<file path="src/rtl/ps2_mouse_responder.sv">
// PS/2 mouse device model: decodes host commands, replies through a byte transmitter, packs 3-byte stream packets.
// Replies strobe >=2 cycles after the command/accept; each byte waits for tx_ready and is followed by a 1-cycle gap.
module ps2_mouse_responder #(
  parameter logic [15:0] RESET_DELAY = 16'h1000,
  parameter logic [7:0]  DEVICE_ID   = 8'h00
) (
  input  logic       clk,
  input  logic       rst_n,
  input  logic       cmd_valid,
  input  logic [7:0] cmd_data,
  input  logic       tx_ready,
  output logic       tx_stb,
  output logic [7:0] tx_data,
  input  logic       mv_valid,
  output logic       mv_ready,
  input  logic [9:0] mv_dx,
  input  logic [9:0] mv_dy,
  input  logic [2:0] mv_btn,
  output logic       stream_en,
  output logic       bad_cmd
);

  typedef enum logic [3:0] {
    ST_IDLE, ST_DECODE, ST_SEND_ACK, ST_BAT_WAIT, ST_SEND_AA, ST_SEND_ID,
    ST_SEND_RESEND, ST_PKT_1, ST_PKT_2, ST_PKT_3, ST_TX_GAP
  } state_t;

  typedef enum logic [1:0] {AFT_IDLE, AFT_BAT, AFT_ID} after_t;
  typedef enum logic [1:0] {SE_KEEP, SE_SET, SE_CLR} se_act_t;

  state_t      state_q, state_d, ret_q, ret_d, send_ret;
  after_t      after_q, after_d;
  se_act_t     se_act_q, se_act_d;
  logic [7:0]  cmd_q, cmd_d;
  logic [7:0]  last_tx_q, last_tx_d;
  logic [7:0]  tx_data_q, tx_data_d;
  logic        tx_stb_q, tx_stb_d;
  logic        stream_q, stream_d;
  logic [15:0] cnt_q, cnt_d;
  logic [7:0]  retx_q, retx_d;
  logic [7:0]  pkt1_q, pkt1_d, pkt2_q, pkt2_d, pkt3_q, pkt3_d;
  logic        run_q;
  logic [7:0]  send_byte;
  logic        send_go;
  logic [9:0]  x_enc, y_enc;

  // Returns {ovf, sign, data}: 10-bit signed delta saturated into the 9-bit PS/2 range.
  function automatic logic [9:0] ps2_enc(input logic [9:0] v);
    if (!v[9] && v[8])      return {1'b1, 1'b0, 8'hFF};
    else if (v[9] && !v[8]) return {1'b1, 1'b1, 8'h00};
    else                    return {1'b0, v[8], v[7:0]};
  endfunction

  assign x_enc     = ps2_enc(mv_dx);
  assign y_enc     = ps2_enc(mv_dy);
  assign tx_stb    = tx_stb_q;
  assign tx_data   = tx_data_q;
  assign stream_en = stream_q;

  always_ff @(posedge clk or negedge rst_n) begin
    if (!rst_n) begin
      state_q   <= ST_IDLE;
      ret_q     <= ST_IDLE;
      after_q   <= AFT_IDLE;
      se_act_q  <= SE_KEEP;
      cmd_q     <= 8'h00;
      last_tx_q <= 8'h00;
      tx_data_q <= 8'h00;
      tx_stb_q  <= 1'b0;
      stream_q  <= 1'b0;
      cnt_q     <= 16'h0000;
      retx_q    <= 8'h00;
      pkt1_q    <= 8'h00;
      pkt2_q    <= 8'h00;
      pkt3_q    <= 8'h00;
      run_q     <= 1'b0;
    end else begin
      state_q   <= state_d;
      ret_q     <= ret_d;
      after_q   <= after_d;
      se_act_q  <= se_act_d;
      cmd_q     <= cmd_d;
      last_tx_q <= last_tx_d;
      tx_data_q <= tx_data_d;
      tx_stb_q  <= tx_stb_d;
      stream_q  <= stream_d;
      cnt_q     <= cnt_d;
      retx_q    <= retx_d;
      pkt1_q    <= pkt1_d;
      pkt2_q    <= pkt2_d;
      pkt3_q    <= pkt3_d;
      run_q     <= 1'b1;
    end
  end

  always_comb begin
    state_d   = state_q;
    ret_d     = ret_q;
    after_d   = after_q;
    se_act_d  = se_act_q;
    cmd_d     = cmd_q;
    last_tx_d = last_tx_q;
    tx_data_d = tx_data_q;
    tx_stb_d  = 1'b0;
    stream_d  = stream_q;
    cnt_d     = (cnt_q != 16'h0000) ? cnt_q - 16'd1 : cnt_q;
    retx_d    = retx_q;
    pkt1_d    = pkt1_q;
    pkt2_d    = pkt2_q;
    pkt3_d    = pkt3_q;
    send_byte = 8'h00;
    send_go   = 1'b0;
    send_ret  = ST_IDLE;

    if (cmd_valid) begin
      cmd_d   = cmd_data;
      state_d = ST_DECODE;
    end else begin
      case (state_q)
        ST_IDLE: begin
          if (mv_valid && mv_ready && stream_q) begin
            pkt1_d  = {y_enc[9], x_enc[9], y_enc[8], x_enc[8], 1'b1, mv_btn};
            pkt2_d  = x_enc[7:0];
            pkt3_d  = y_enc[7:0];
            state_d = ST_PKT_1;
          end
        end
        ST_DECODE: begin
          after_d  = AFT_IDLE;
          se_act_d = SE_KEEP;
          state_d  = ST_SEND_ACK;
          case (cmd_q)
            8'hFF:        begin after_d = AFT_BAT; se_act_d = SE_CLR; end
            8'hF4:        se_act_d = SE_SET;
            8'hF5, 8'hF6: se_act_d = SE_CLR;
            8'hEA:        se_act_d = SE_KEEP;
            8'hF2:        after_d = AFT_ID;
            8'hFE:        begin retx_d = last_tx_q; state_d = ST_SEND_RESEND; end
            default:      begin retx_d = 8'hFE;     state_d = ST_SEND_RESEND; end
          endcase
        end
        ST_SEND_ACK: begin
          send_go   = 1'b1;
          send_byte = 8'hFA;
          case (after_q)
            AFT_BAT: send_ret = ST_BAT_WAIT;
            AFT_ID:  send_ret = ST_SEND_ID;
            default: send_ret = ST_IDLE;
          endcase
          if (tx_ready) begin
            case (se_act_q)
              SE_SET:  stream_d = 1'b1;
              SE_CLR:  stream_d = 1'b0;
              default: stream_d = stream_q;
            endcase
            // The BAT counter starts at the FA strobe so AA lands RESET_DELAY+1 cycles after it.
            if (after_q == AFT_BAT) cnt_d = RESET_DELAY;
          end
        end
        ST_BAT_WAIT:    if (cnt_q <= 16'd1) state_d = ST_SEND_AA;
        ST_SEND_AA:     begin send_go = 1'b1; send_byte = 8'hAA;     send_ret = ST_SEND_ID; end
        ST_SEND_ID:     begin send_go = 1'b1; send_byte = DEVICE_ID; send_ret = ST_IDLE;    end
        ST_SEND_RESEND: begin send_go = 1'b1; send_byte = retx_q;    send_ret = ST_IDLE;    end
        ST_PKT_1:       begin send_go = 1'b1; send_byte = pkt1_q;    send_ret = ST_PKT_2;   end
        ST_PKT_2:       begin send_go = 1'b1; send_byte = pkt2_q;    send_ret = ST_PKT_3;   end
        ST_PKT_3:       begin send_go = 1'b1; send_byte = pkt3_q;    send_ret = ST_IDLE;    end
        ST_TX_GAP:      state_d = ret_q;
        default:        state_d = ST_IDLE;
      endcase

      if (send_go && tx_ready) begin
        tx_stb_d  = 1'b1;
        tx_data_d = send_byte;
        last_tx_d = send_byte;
        ret_d     = send_ret;
        state_d   = ST_TX_GAP;
      end
    end
  end

  always_comb begin
    mv_ready = run_q && (state_q == ST_IDLE) && !cmd_valid;
    bad_cmd  = 1'b0;
    if (state_q == ST_DECODE) begin
      case (cmd_q)
        8'hFF, 8'hF4, 8'hF5, 8'hF6, 8'hEA, 8'hF2, 8'hFE: bad_cmd = 1'b0;
        default:                                         bad_cmd = 1'b1;
      endcase
    end
  end

endmodule
</file>
<file path="config.mk">
export PLATFORM = sky130hd
export DESIGN_NAME = ps2_mouse_responder
export DESIGN_NICKNAME = d
export VERILOG_FILES = /design/src/rtl/ps2_mouse_responder.sv
export SDC_FILE = /design/constraint.sdc
export NUM_CORES = 1
export LEC_CHECK = 0
export ABC_AREA = 1
export CAP_MARGIN = 20
export CORE_UTILIZATION = 57
export DETAILED_ROUTE_END_ITERATION = 7
export HOLD_SLACK_MARGIN = 0.02
export PLACE_DENSITY = 0.81
export SLEW_MARGIN = 20
export SYNTH_ARGS = -nofsm -noshare
export SYNTH_HDL_FRONTEND = slang
export SYNTH_SLANG_ARGS = --single-unit
export TNS_END_PERCENT = 100
</file>
<file path="constraint.sdc">
create_clock -name clk -period 4 [get_ports clk]
set_input_delay 0.4 -clock clk [delete_from_list [all_inputs] [get_ports clk]]
set_output_delay 0.4 -clock clk [all_outputs]
set_load 0.1 [all_outputs]
</file>
== Yosys cells after proc, flatten, opt, wreduce, memory -nomap -nowiden ==
Index checks and enable logic that the tools add are counted.
Word-level totals
  register bits: 79
  input port bits: 36
  output and inout bits: 12
  logic and storage cells: 97
Operators by class
  add/sub/neg operators: 1
  order comparisons: 1
  eq/ne operators: 24
  mux-type cells: 28
  bitwise gates (word level): 2
  reduce and logical (&&, ||, !) cells: 27
Operators with widths (number)
  2-to-1 mux 16 bit: 5
  == test 8 bit (second input constant): 7
  case mux 8 bit (6 select lines): 1
  2-to-1 mux 10 bit: 4
  case mux 4 bit (5 select lines): 1
  == test 4 x 3 -> 1 bit (second input constant): 4
  <= comparator 16 x 1 -> 1 bit (second input constant): 1
  2-to-1 mux 4 bit: 4
  case mux 4 bit (4 select lines): 1
  case mux 8 bit (2 select lines): 1
  nonzero test 16 bit: 1
  subtractor 16 x 1 -> 16 bit (second input constant): 1
  OR reduction 7 bit: 2
  == test 4 bit (second input constant): 3
  logical AND 1 bit: 9
  AND reduction 3 bit: 3
  == test 4 x 2 -> 1 bit (second input constant): 2
  inequality test 4 bit (second input constant): 2
  case mux 2 bit (2 select lines): 2
  2-to-1 mux 1 bit: 6
  case mux 3 bit (2 select lines): 1
  OR reduction 6 bit: 1
  zero test 1 bit: 5
  == test 2 x 1 -> 1 bit (second input constant): 2
  11 further kinds: 14

== Depth between registers and ports, before layout ==
Gate-level depths: netlist (run 1).
  depth in word-level cells: 9
  mapped depth: 11
  mapped depth without buffers: 11

== Worst setup path before layout (run 1) ==
Ideal clock, no wire load.
  path type: register to output
  from: register state_q[3]
  to: output bad_cmd
  data arrival time: 2.214 ns
  data required time: 3.600 ns
  path slack: 1.386 ns
  stages on the path, launching flop included: 6
  path buffers: 0
  cell sequence: dfrtp_1 nor2_4 inv_1 nor2_1 nand4_1 nor2_1
Between the ends
  longest elaborated chain between the ends: 2
Ends and longest elaborated chain
  from (decl): line 31  | state_t state_q, state_d, ret_q, ret_d, send_ret;
  from (signal assigned): line 78  | state_q <= state_d;
  == test 4 x 1 -> 1 bit: line 184  | if (state_q == ST_DECODE) begin
  2-to-1 mux 1 bit: line 184
  to (decl): line 20  | output logic bad_cmd
No other way between the ends.

== Worst setup path in the final report (run 1) ==
Same ends and word-level chain as after synthesis.

==> results of run 1 <==
[cells in the mapped netlist (all sizes together)]
master,n
a21oi,34
a22oi,1
a31oi,2
a41oi,1
buf,11
clkbuf,1
clkinv,1
conb,1
dfrtp,79
ha,12
inv,70
nand2,191
nand3,21
nand4,10
nor2,55
nor3,3
nor3b,2
nor4,1
o21ai,44
o22ai,1
o31ai,4
or2,2
xnor2,3
xor2,4
[report_power, final]
part	total (W)	internal, W	switching [W]
logic	0.00131	0.000427	0.000881
clock network	0.000666	0.000356	0.000310
registers	0.00137	0.00111	0.000260
total	0.00334	0.00189	0.00145
[worst paths after layout]
check / depth (start not counted) / slack [ns] / end
worst min-delay path: 2 / 0.47 / cnt_q[11]
worst max-delay path: 6 / 0.88 / bad_cmd
worst max register to register: 9 / 2.02 / cnt_q[10]
max in group asynchronous: 3 / 2.95 / pkt2_q[6]
worst min register to register: 1 / 0.49 / pkt1_q[3]
min in group clk: 1 / 0.49 / pkt1_q[3]
[cells by family (layout without fill, tap and decap cells)]
logic type / after synthesis / count (layout)
simple gates: 285 / 285
other cells: 1 / 1
flops: 79 / 79
fa+ha+maj: 12 / 12
xor+xnor: 7 / 7
buf+inv: 83 / 136
compound gates: 87 / 87
[flip-flops by register name, summed over array words and instances, names as in the netlist]
signal	count
pkt3_q	8
cmd_q	8
tx_data	8
pkt1_q	8
ret_q	4
state_q	4
pkt2_q	8
run_q	1
retx_q	8
after_q	2
tx_stb	1
stream_en	1
cnt_q	16
se_act_q	2
[timing repair]
item	CTS	global route
resized for setup	0	0
endpoints found under the setup margin	0	0
buffers inserted	0	0
endpoints found under the hold margin	0	23
hold buffers	0	1
[metrics by stage]
stage	cells	power (W)
4_1_cts	704	0.00334
2_1_floorplan	554	0.00230
3_3_place_gp	688	0.00263
6_report	706	0.00334
3_5_place_dp	688	0.00267
5_1_grt	706	0.00356
[metal layers]
metal / vias to the layer above / part of all wire [%]
met5: - / 0
met4: 0 / 2.2
met3: 26 / 4.7
met2: 115 / 49
met1: 1722 / 44
li1: 1842 / -
[area by class of cell]
type / count / area (sq um)
Fill cell: 599 / 2200
Sequential cell: 79 / 1980
Multi-Input combinational cell: 392 / 1920
Timing Repair Buffer: 49 / 503
Inverter: 71 / 268
Clock buffer: 10 / 128
Tap cell: 99 / 124
Clock inverter: 6 / 93.8
==> flow_summary.json, run 1 <==
{
  "outcome": "finished clean",
  "critPathArrivalTime_ns": 2.72,
  "vdd_drop_max_mv": 0.532,
  "grt.total_usage_pct": 26.8,
  "cts.sinks": 79,
  "synth_fp_nets": 602,
  "synth_top_family_by_area": "simple AND/OR/NAND/NOR gates",
  "setup_viol": 0,
  "setup_ws_ns": 0.882,
  "wl_per_cell_um": 13.4,
  "grt_pass1_wl_mm": 15.9,
  "ys_types": 38,
  "critPathBufInv": 2,
  "crit_chain": "nor2_4 -> inv_1 -> nor2_1 -> nand4_1 -> nor2_1 -> clkdlybuf4s50_1",
  "crit_type": "flip-flop to output port",
  "place_congestion": 0.954,
  "fmax_mhz": 321,
  "cpPeakStageDelay_ns": 1.14,
  "num-nets-final": 650,
  "use_met3_pct": 3.45,
  "maxSlewHeadroom_pct": 34.8,
  "max-cap-violations": 0,
  "cts_tree": "done",
  "synth-simple-area-share_pct": 28.6,
  "start_util_pct": 58.9,
  "insertion_delay_ns": 0.36,
  "fp.dieW_um": 88.4,
  "htreeDepth": 3,
  "clkTransAtPathRegs_ns": 0.09,
  "synthAdderAreaFrac_pct": 3.53,
  "seq_area_frac_synth_pct": 46.5,
  "final_common_cell": "nand2_1",
  "finalSetupTns_ns": 0,
  "rows": 31,
  "fin_area_sq_um": 5010,
  "min_path_type": "primary input to asynchronous set/reset pin",
  "required_ns": 3.60,
  "grt_max_degree": 80,
  "worst_pin_slew_ns": 0.974,
  "grt.busiest_layer": "met2",
  "rsz0062_at_grt": "false",
  "synthTopCellsByArea": "dfrtp_1 46%, nand2_1 16%, inv_1 5.1%",
  "overflow": 0,
  "synth-xor-area-share_pct": 1.44,
  "syn_area_per_cell_sq_um": 7.68,
  "crit_fanout": 5,
  "die_h_um": 88.4,
  "holdWs_ns": 0.474,
  "yosysTopAreaCellShare_pct": 46.5,
  "synth_compound_area_share_pct": 11.5,
  "dp_slack_ns": 1.29,
  "die-area_sq_um": 7810,
  "dpl.hpwl_mm": 6.82,
  "via_count": 3705,
  "synth_seq_cells": 79,
  "worst_clock_skew_ns": 0.0146,
  "synth_area_sq_um": 4250,
  "io_pins": 48,
  "met2_usage_pct": 45.1,
  "area_growth_pct": 17.9,
  "endpoint_kind": "output port",
  "start_kind": "flip-flop",
  "power.leakage_nw": 2.44,
  "synth.largest_area_cell": "dfrtp_1",
  "diodes": 0,
  "antenna_found_initial": 0,
  "synth_mux_area_share_pct": 0,
  "critical_path.most_common_cell": "nor2_1",
  "drc": 0,
  "final_antenna_net_count": 0,
  "fp.coreArea_sq_um": 7210,
  "portBuffers": 47,
  "placed_area_sq_um": 4760,
  "avgViaCountPerCell": 5.25,
  "cts_buffer_depth": 2,
  "slew_violations": 0,
  "synthCells": 554,
  "crit_start": "state_q[3]",
  "cts_buffers": 9,
  "fin_crit_sh_pct": 77.9,
  "wirelength_mm": 9.45,
  "slowest_stage": "clkdlybuf4s50_1",
  "drt_iter0_drc": 258,
  "ys_warn_count": 0,
  "grt_pass1_vias": 3465,
  "reg2reg_from": "cnt_q[0]",
  "fin_crit_ns": 3.12,
  "worst_path_dominant_cell_family": "buffers and inverters",
  "cts_root_buf": "clkbuf_8",
  "grt_util_met1_pct": 35.4,
  "hold_viol": 0,
  "fin_util_pct": 69.5,
  "layout_common_cells": "180 x nand2_1, 79 x dfrtp_1, 58 x inv_1",
  "p_per_area_nw_per_um2": 666,
  "layout-drive-gt1-share_pct": 9.88,
  "drt-pass1-iter-count": 5
}
(Power assumes the default switching activity.)
==> run 2: changes to the inputs <==
- CORE_UTILIZATION: 57 -> 56
- PLACE_DENSITY: 0.81 -> 0.8
- clock period: 4 -> 2.9 ns (I/O delays scaled with it)
==> run 2 against run 1 <==
Die area is 1.8% higher. Hold slack worse by 0.044 ns. Non-clock buffer count is 1 higher. Largest cell class unchanged. Highest routed layer unchanged.
==> flow_summary.json, run 2 (synthesis results as in run 1) <==
{
  "outcome": "finished clean",
  "drt-pass1-iter-count": 5,
  "holdWs_ns": 0.431,
  "worst_clock_skew_ns": 0.00794,
  "endpoint_kind": "output port",
  "cts_tree": "done",
  "min_path_type": "primary input to asynchronous set/reset pin",
  "setup_viol": 0,
  "required_ns": 2.61,
  "htreeDepth": 3,
  "clkTransAtPathRegs_ns": 0.08,
  "die_h_um": 89.1,
  "wl_met1_mm": 4.14,
  "largest_reg_flops": 16,
  "drc": 0,
  "cts.sinks": 79,
  "fin_crit_sh_pct": 77.3,
  "cts_root_buf": "clkbuf_8",
  "dpl.hpwl_mm": 6.83,
  "overflow": 0,
  "max-cap-violations": 0,
  "grt.total_usage_pct": 26.0,
  "grt_pass1_vias": 3414,
  "dr.max_layer_used": "met4",
  "place_congestion": 0.883,
  "portBuffers": 47,
  "final_antenna_net_count": 0,
  "drt_iter0_drc": 187,
  "avgViaCountPerCell": 5.18,
  "hold_viol": 0,
  "final_common_cell": "nand2_1",
  "dr_wl_met2_mm": 4.54,
  "worst_pin_slew_ns": 0.754,
  "wirelength_mm": 9.27,
  "grt_pass1_wl_mm": 15.7,
  "top_register": "cnt_q",
  "fp.dieW_um": 89.1,
  "maxSlewHeadroom_pct": 49.3,
  "fin_area_sq_um": 4980,
  "wl_per_cell_um": 13.1,
  "io_pins": 48,
  "cts_buffers": 9,
  "rows": 31,
  "power.leakage_nw": 2.46,
  "fin_crit_ns": 2.24,
  "layout-drive-gt1-share_pct": 12.0,
  "p_per_area_nw_per_um2": 901,
  "report.power.total_w": 0.00449,
  "diodes": 0,
  "crit_fanout": 5,
  "start_util_pct": 58.3,
  "area_growth_pct": 17.2,
  "placed_area_sq_um": 4750,
  "vdd_drop_max_mv": 0.576,
  "grt_max_degree": 80,
  "critPathArrivalTime_ns": 1.95,
  "slew_violations": 0,
  "cts_buffer_depth": 2,
  "crit_type": "flip-flop to output port",
  "finalSetupTns_ns": 0,
  "insertion_delay_ns": 0.35,
  "num-nets-final": 651,
  "antenna_found_initial": 0,
  "post_cts_buffers": 0,
  "start_kind": "flip-flop",
  "via_count": 3662,
  "layout_common_cells": "180 x nand2_1, 79 x dfrtp_1, 58 x inv_1",
  "fp.coreArea_sq_um": 7290,
  "die-area_sq_um": 7950,
  "met3_length_um": 402,
  "rsz0062_at_grt": "false",
  "fmax_mhz": 446
}
[run 2: cell count changes in the layout (fill, tap and decap cells not counted)]
| cell | change |
|---|---|
| clkinv_2 | +3 |
| clkdlybuf4s50_1 | -11 |
| bufinv_16 | -1 |
| clkbuf_1 | -1 |
| buf_12 | +1 |
| clkbuf_8 | +1 |
| clkinv_4 | -2 |
| buf_4 | +11 |
| clkinvlp_4 | +1 |
| inv_6 | -1 |
[run 2: power by group]
group | total [W] | switching (W) | internal (W)
combinational | 0.00177 | 0.00119 | 0.000577
clock | 0.000819 | 0.000402 | 0.000417
sequential | 0.00190 | 0.000369 | 0.00153
[run 2: per-stage QoR]
step	utilization, %	instances	setup slack, ns
3_3_place_gp	65.1	689	0.837
6_report	68.3	707	0.660
3_5_place_dp	65.1	689	0.801
5_1_grt	68.3	707	0.523
2_1_floorplan	-	554	0.396
4_1_cts	67.8	705	0.644
[run 2: layout make-up]
type                       instances  area (sq um)
clock inverter                     6          60.1
inverter                          71           268
tap                               99           124
clock buffer                      10           138
sequential                        79          1980
timing repair buffer              50           495
multi-input combinational        392          1920
fill                             641          2310
[run 2: layer usage]
metal | GRT usage, % | vias up
met4 | 8.08 | 0
met5 | 0 | -
met2 | 43.7 | 106
met3 | 3.69 | 16
met1 | 35.0 | 1696
li1 | - | 1844
[run 2: final timing paths]
kind	to	cells after the start	startpoint	slack, ns
max in group asynchronous	tx_data[0]	3	rst_n	1.90
max	bad_cmd	6	state_q[3]	0.66
max reg2reg	pkt1_q[3]	6	state_q[1]	0.95
min in group clk	cmd_q[5]	3	cmd_data[5]	0.48
min	cnt_q[11]	2	rst_n	0.43
min reg2reg	pkt1_q[3]	1	pkt1_q[3]	0.48
[run 2: timing repair]
action                     in CTS  in global routing
hold buffers                    0                  1
resized for setup               0                  0
hold endpoints to repair        0                 29
setup endpoints to repair       0                  0
[run 2: worst max-delay path, stage by stage, from the launching register on]
cell	delay, ns
dfrtp_1	0.46
nor2_4	0.17
inv_1	0.09
nor2_1	0.20
nand4_1	0.23
nor2_1	0.16
buf_4	0.30
==> run 3: changes to the inputs <==
- clock period: 2.9 -> 2.19 ns (I/O delays scaled with it)
==> run 3 against run 2 <==
Utilization increased by 0.86 points. Via count increased by 0.49%. Setup slack got worse by 0.54 ns. Clock skew increased by 0.0015 ns. Final cell count increased by 0.99%. Critical path type unchanged.
==> flow_summary.json, run 3 (synthesis results as in run 1) <==
{
  "cts_tree": "done",
  "outcome": "finished clean",
  "net-switching-power_w": 0.00260,
  "crit_fanout": 5,
  "rsz0062_at_grt": "false",
  "hold_viol": 0,
  "critPathArrivalTime_ns": 1.86,
  "critical_path.most_common_cell": "nor2_2",
  "worst_pin_slew_ns": 0.736,
  "wirelength_mm": 9.39,
  "hold_path_depth": 3,
  "top_register": "cnt_q",
  "grt.total_usage_pct": 26.0,
  "io_pins": 48,
  "insertion_delay_ns": 0.35,
  "layout-drive-gt1-share_pct": 13.3,
  "reg2reg_from": "state_q[3]",
  "start_util_pct": 58.3,
  "slew_violations": 0,
  "fin_crit_ns": 2.07,
  "worstHoldEndpoint": "pkt1_q[2]",
  "cpPeakStageDelay_ns": 0.48,
  "vdd_drop_max_mv": 0.741,
  "portBuffers": 47,
  "min_path_type": "primary input to flip-flop",
  "setup_ws_ns": 0.115,
  "clkTransAtPathRegs_ns": 0.08,
  "p_int_w": 0.00340,
  "dp_cells": 696,
  "drt_iter0_drc": 232,
  "final_common_cell": "nand2_1",
  "largest_reg_flops": 16,
  "fin_crit_sh_pct": 94.7,
  "report.power.total_w": 0.00599,
  "p_per_area_nw_per_um2": 1190,
  "cts.sinks": 79,
  "critPathBufInv": 2,
  "fill_cells": 630,
  "sw_frac_of_total_pct": 43.3,
  "maxSlewHeadroom_pct": 50.9,
  "crit_chain": "nor2_4 -> inv_1 -> nor2_2 -> nand4_1 -> nor2_2 -> buf_12",
  "die_h_um": 89.1,
  "start_kind": "flip-flop",
  "worstRegToRegCells": 9,
  "die-area_sq_um": 7950,
  "required_ns": 1.97,
  "num-nets-final": 658,
  "comb_power_share_pct": 40.4,
  "fin_area_sq_um": 5050,
  "cts_root_buf": "clkbuf_8",
  "overflow": 0,
  "endpoint_kind": "output port",
  "cts_buffer_depth": 2,
  "dpl.hpwl_mm": 7.06,
  "rows": 31,
  "worstHoldStart": "mv_btn[2]",
  "placed_area_sq_um": 4830,
  "drc": 0,
  "area_growth_pct": 18.7,
  "fp.dieW_um": 89.1,
  "setup_viol": 0,
  "holdWs_ns": 0.409,
  "avgViaCountPerCell": 5.15,
  "place_congestion": 0.875,
  "multiInputGateArea_sq_um": 1930,
  "crit_type": "flip-flop to output port",
  "slowest_stage": "dfrtp_1",
  "p_seq_share_pct": 41.4,
  "via_count": 3680,
  "antenna_found_initial": 0,
  "r2r_setup_slack_ns": 0.30,
  "fmax_mhz": 482,
  "htreeDepth": 3,
  "layout_common_cells": "180 x nand2_1, 79 x dfrtp_1, 58 x inv_1",
  "dp_slack_ns": 0.243,
  "fin_cells": 714,
  "worst_clock_skew_ns": 0.00942,
  "max-cap-violations": 0,
  "grt_pass1_vias": 3429,
  "drt-pass1-iter-count": 5,
  "r2r-end": "pkt2_q[0]",
  "seqCellArea_sq_um": 1980,
  "wl_per_cell_um": 13.2,
  "worst_path_dominant_cell_family": "simple AND/OR/NAND/NOR gates",
  "cts_buffers": 9,
  "power_frac_clock_pct": 18.2,
  "final_antenna_net_count": 0,
  "grt_max_degree": 58,
  "fp.coreArea_sq_um": 7290,
  "diodes": 0,
  "grt_pass1_wl_mm": 15.7,
  "power.leakage_nw": 2.49
}
==> run 3: how the worst max path moves through the flow <==
stage / cells after the start / slack [ns] / start / to
after floorplan: 10 / -0.03 / state_q[3] / pkt2_q[0]
after global placement: 8 / 0.30 / cmd_valid / pkt2_q[2]
after detailed placement: 8 / 0.24 / cmd_valid / pkt2_q[0]
after CTS: 6 / 0.05 / state_q[3] / bad_cmd
after global routing: 6 / 0.03 / state_q[3] / bad_cmd
final: 6 / 0.12 / state_q[3] / bad_cmd
==> run 3: metal layers <==
metal | share of wire (%) | GRT usage [%] | up-vias
met4 | 1.8 | 9.81 | 0
met1 | 47 | 35.3 | 1732
met5 | 0 | 0 | -
li1 | - | - | 1867
met2 | 48 | 43.0 | 69
met3 | 2.8 | 3.05 | 12
==> run 3: power by group through the flow <==
stage | Sequential (W) | Clock, W | Combinational (W)
2_1_floorplan | 0.00277 | 0 | 0.00144
3_3_place_gp | 0.00248 | 0 | 0.00234
3_5_place_dp | 0.00250 | 0 | 0.00240
4_1_cts | 0.00247 | 0.00111 | 0.00241
5_1_grt | 0.00255 | 0.00118 | 0.00271
6_report | 0.00248 | 0.00109 | 0.00242
==> run 3: cell type report <==
type / instances / share of cell area (%)
Timing Repair Buffer: 57 / 11.0
Clock buffer: 10 / 2.73
Sequential cell: 79 / 39.2
Multi-Input combinational cell: 392 / 38.2
Clock inverter: 6 / 1.19
Tap cell: 99 / 2.45
Inverter: 71 / 5.31
==> run 3: stage by stage <==
step | utilization, % | setup TNS [ns]
after floorplan | - | -0.229
after global placement | 66.2 | 0
after detailed placement | 66.2 | 0
after CTS | 69.1 | 0
after global routing | 69.2 | 0
final | 69.2 | 0
==> run 3: repair_timing <==
| action | CTS | global route |
|---|---|---|
| setup endpoints to repair | 0 | 1 |
| buffers inserted | 0 | 1 |
| hold endpoints to repair | 55 | 0 |
| hold buffers | 1 | 0 |
| resized for setup | 0 | 1 |
==> run 3: worst register-to-register path, cell delays in order (launching register included) <==
cell,delay (ns)
dfrtp_1,0.48
nor2_4,0.18
nand2_2,0.11
nor3_4,0.22
nand2_4,0.15
clkinv_2,0.26
buf_12,0.21
nand2_2,0.07
o21ai_2,0.07
inv_2,0.04
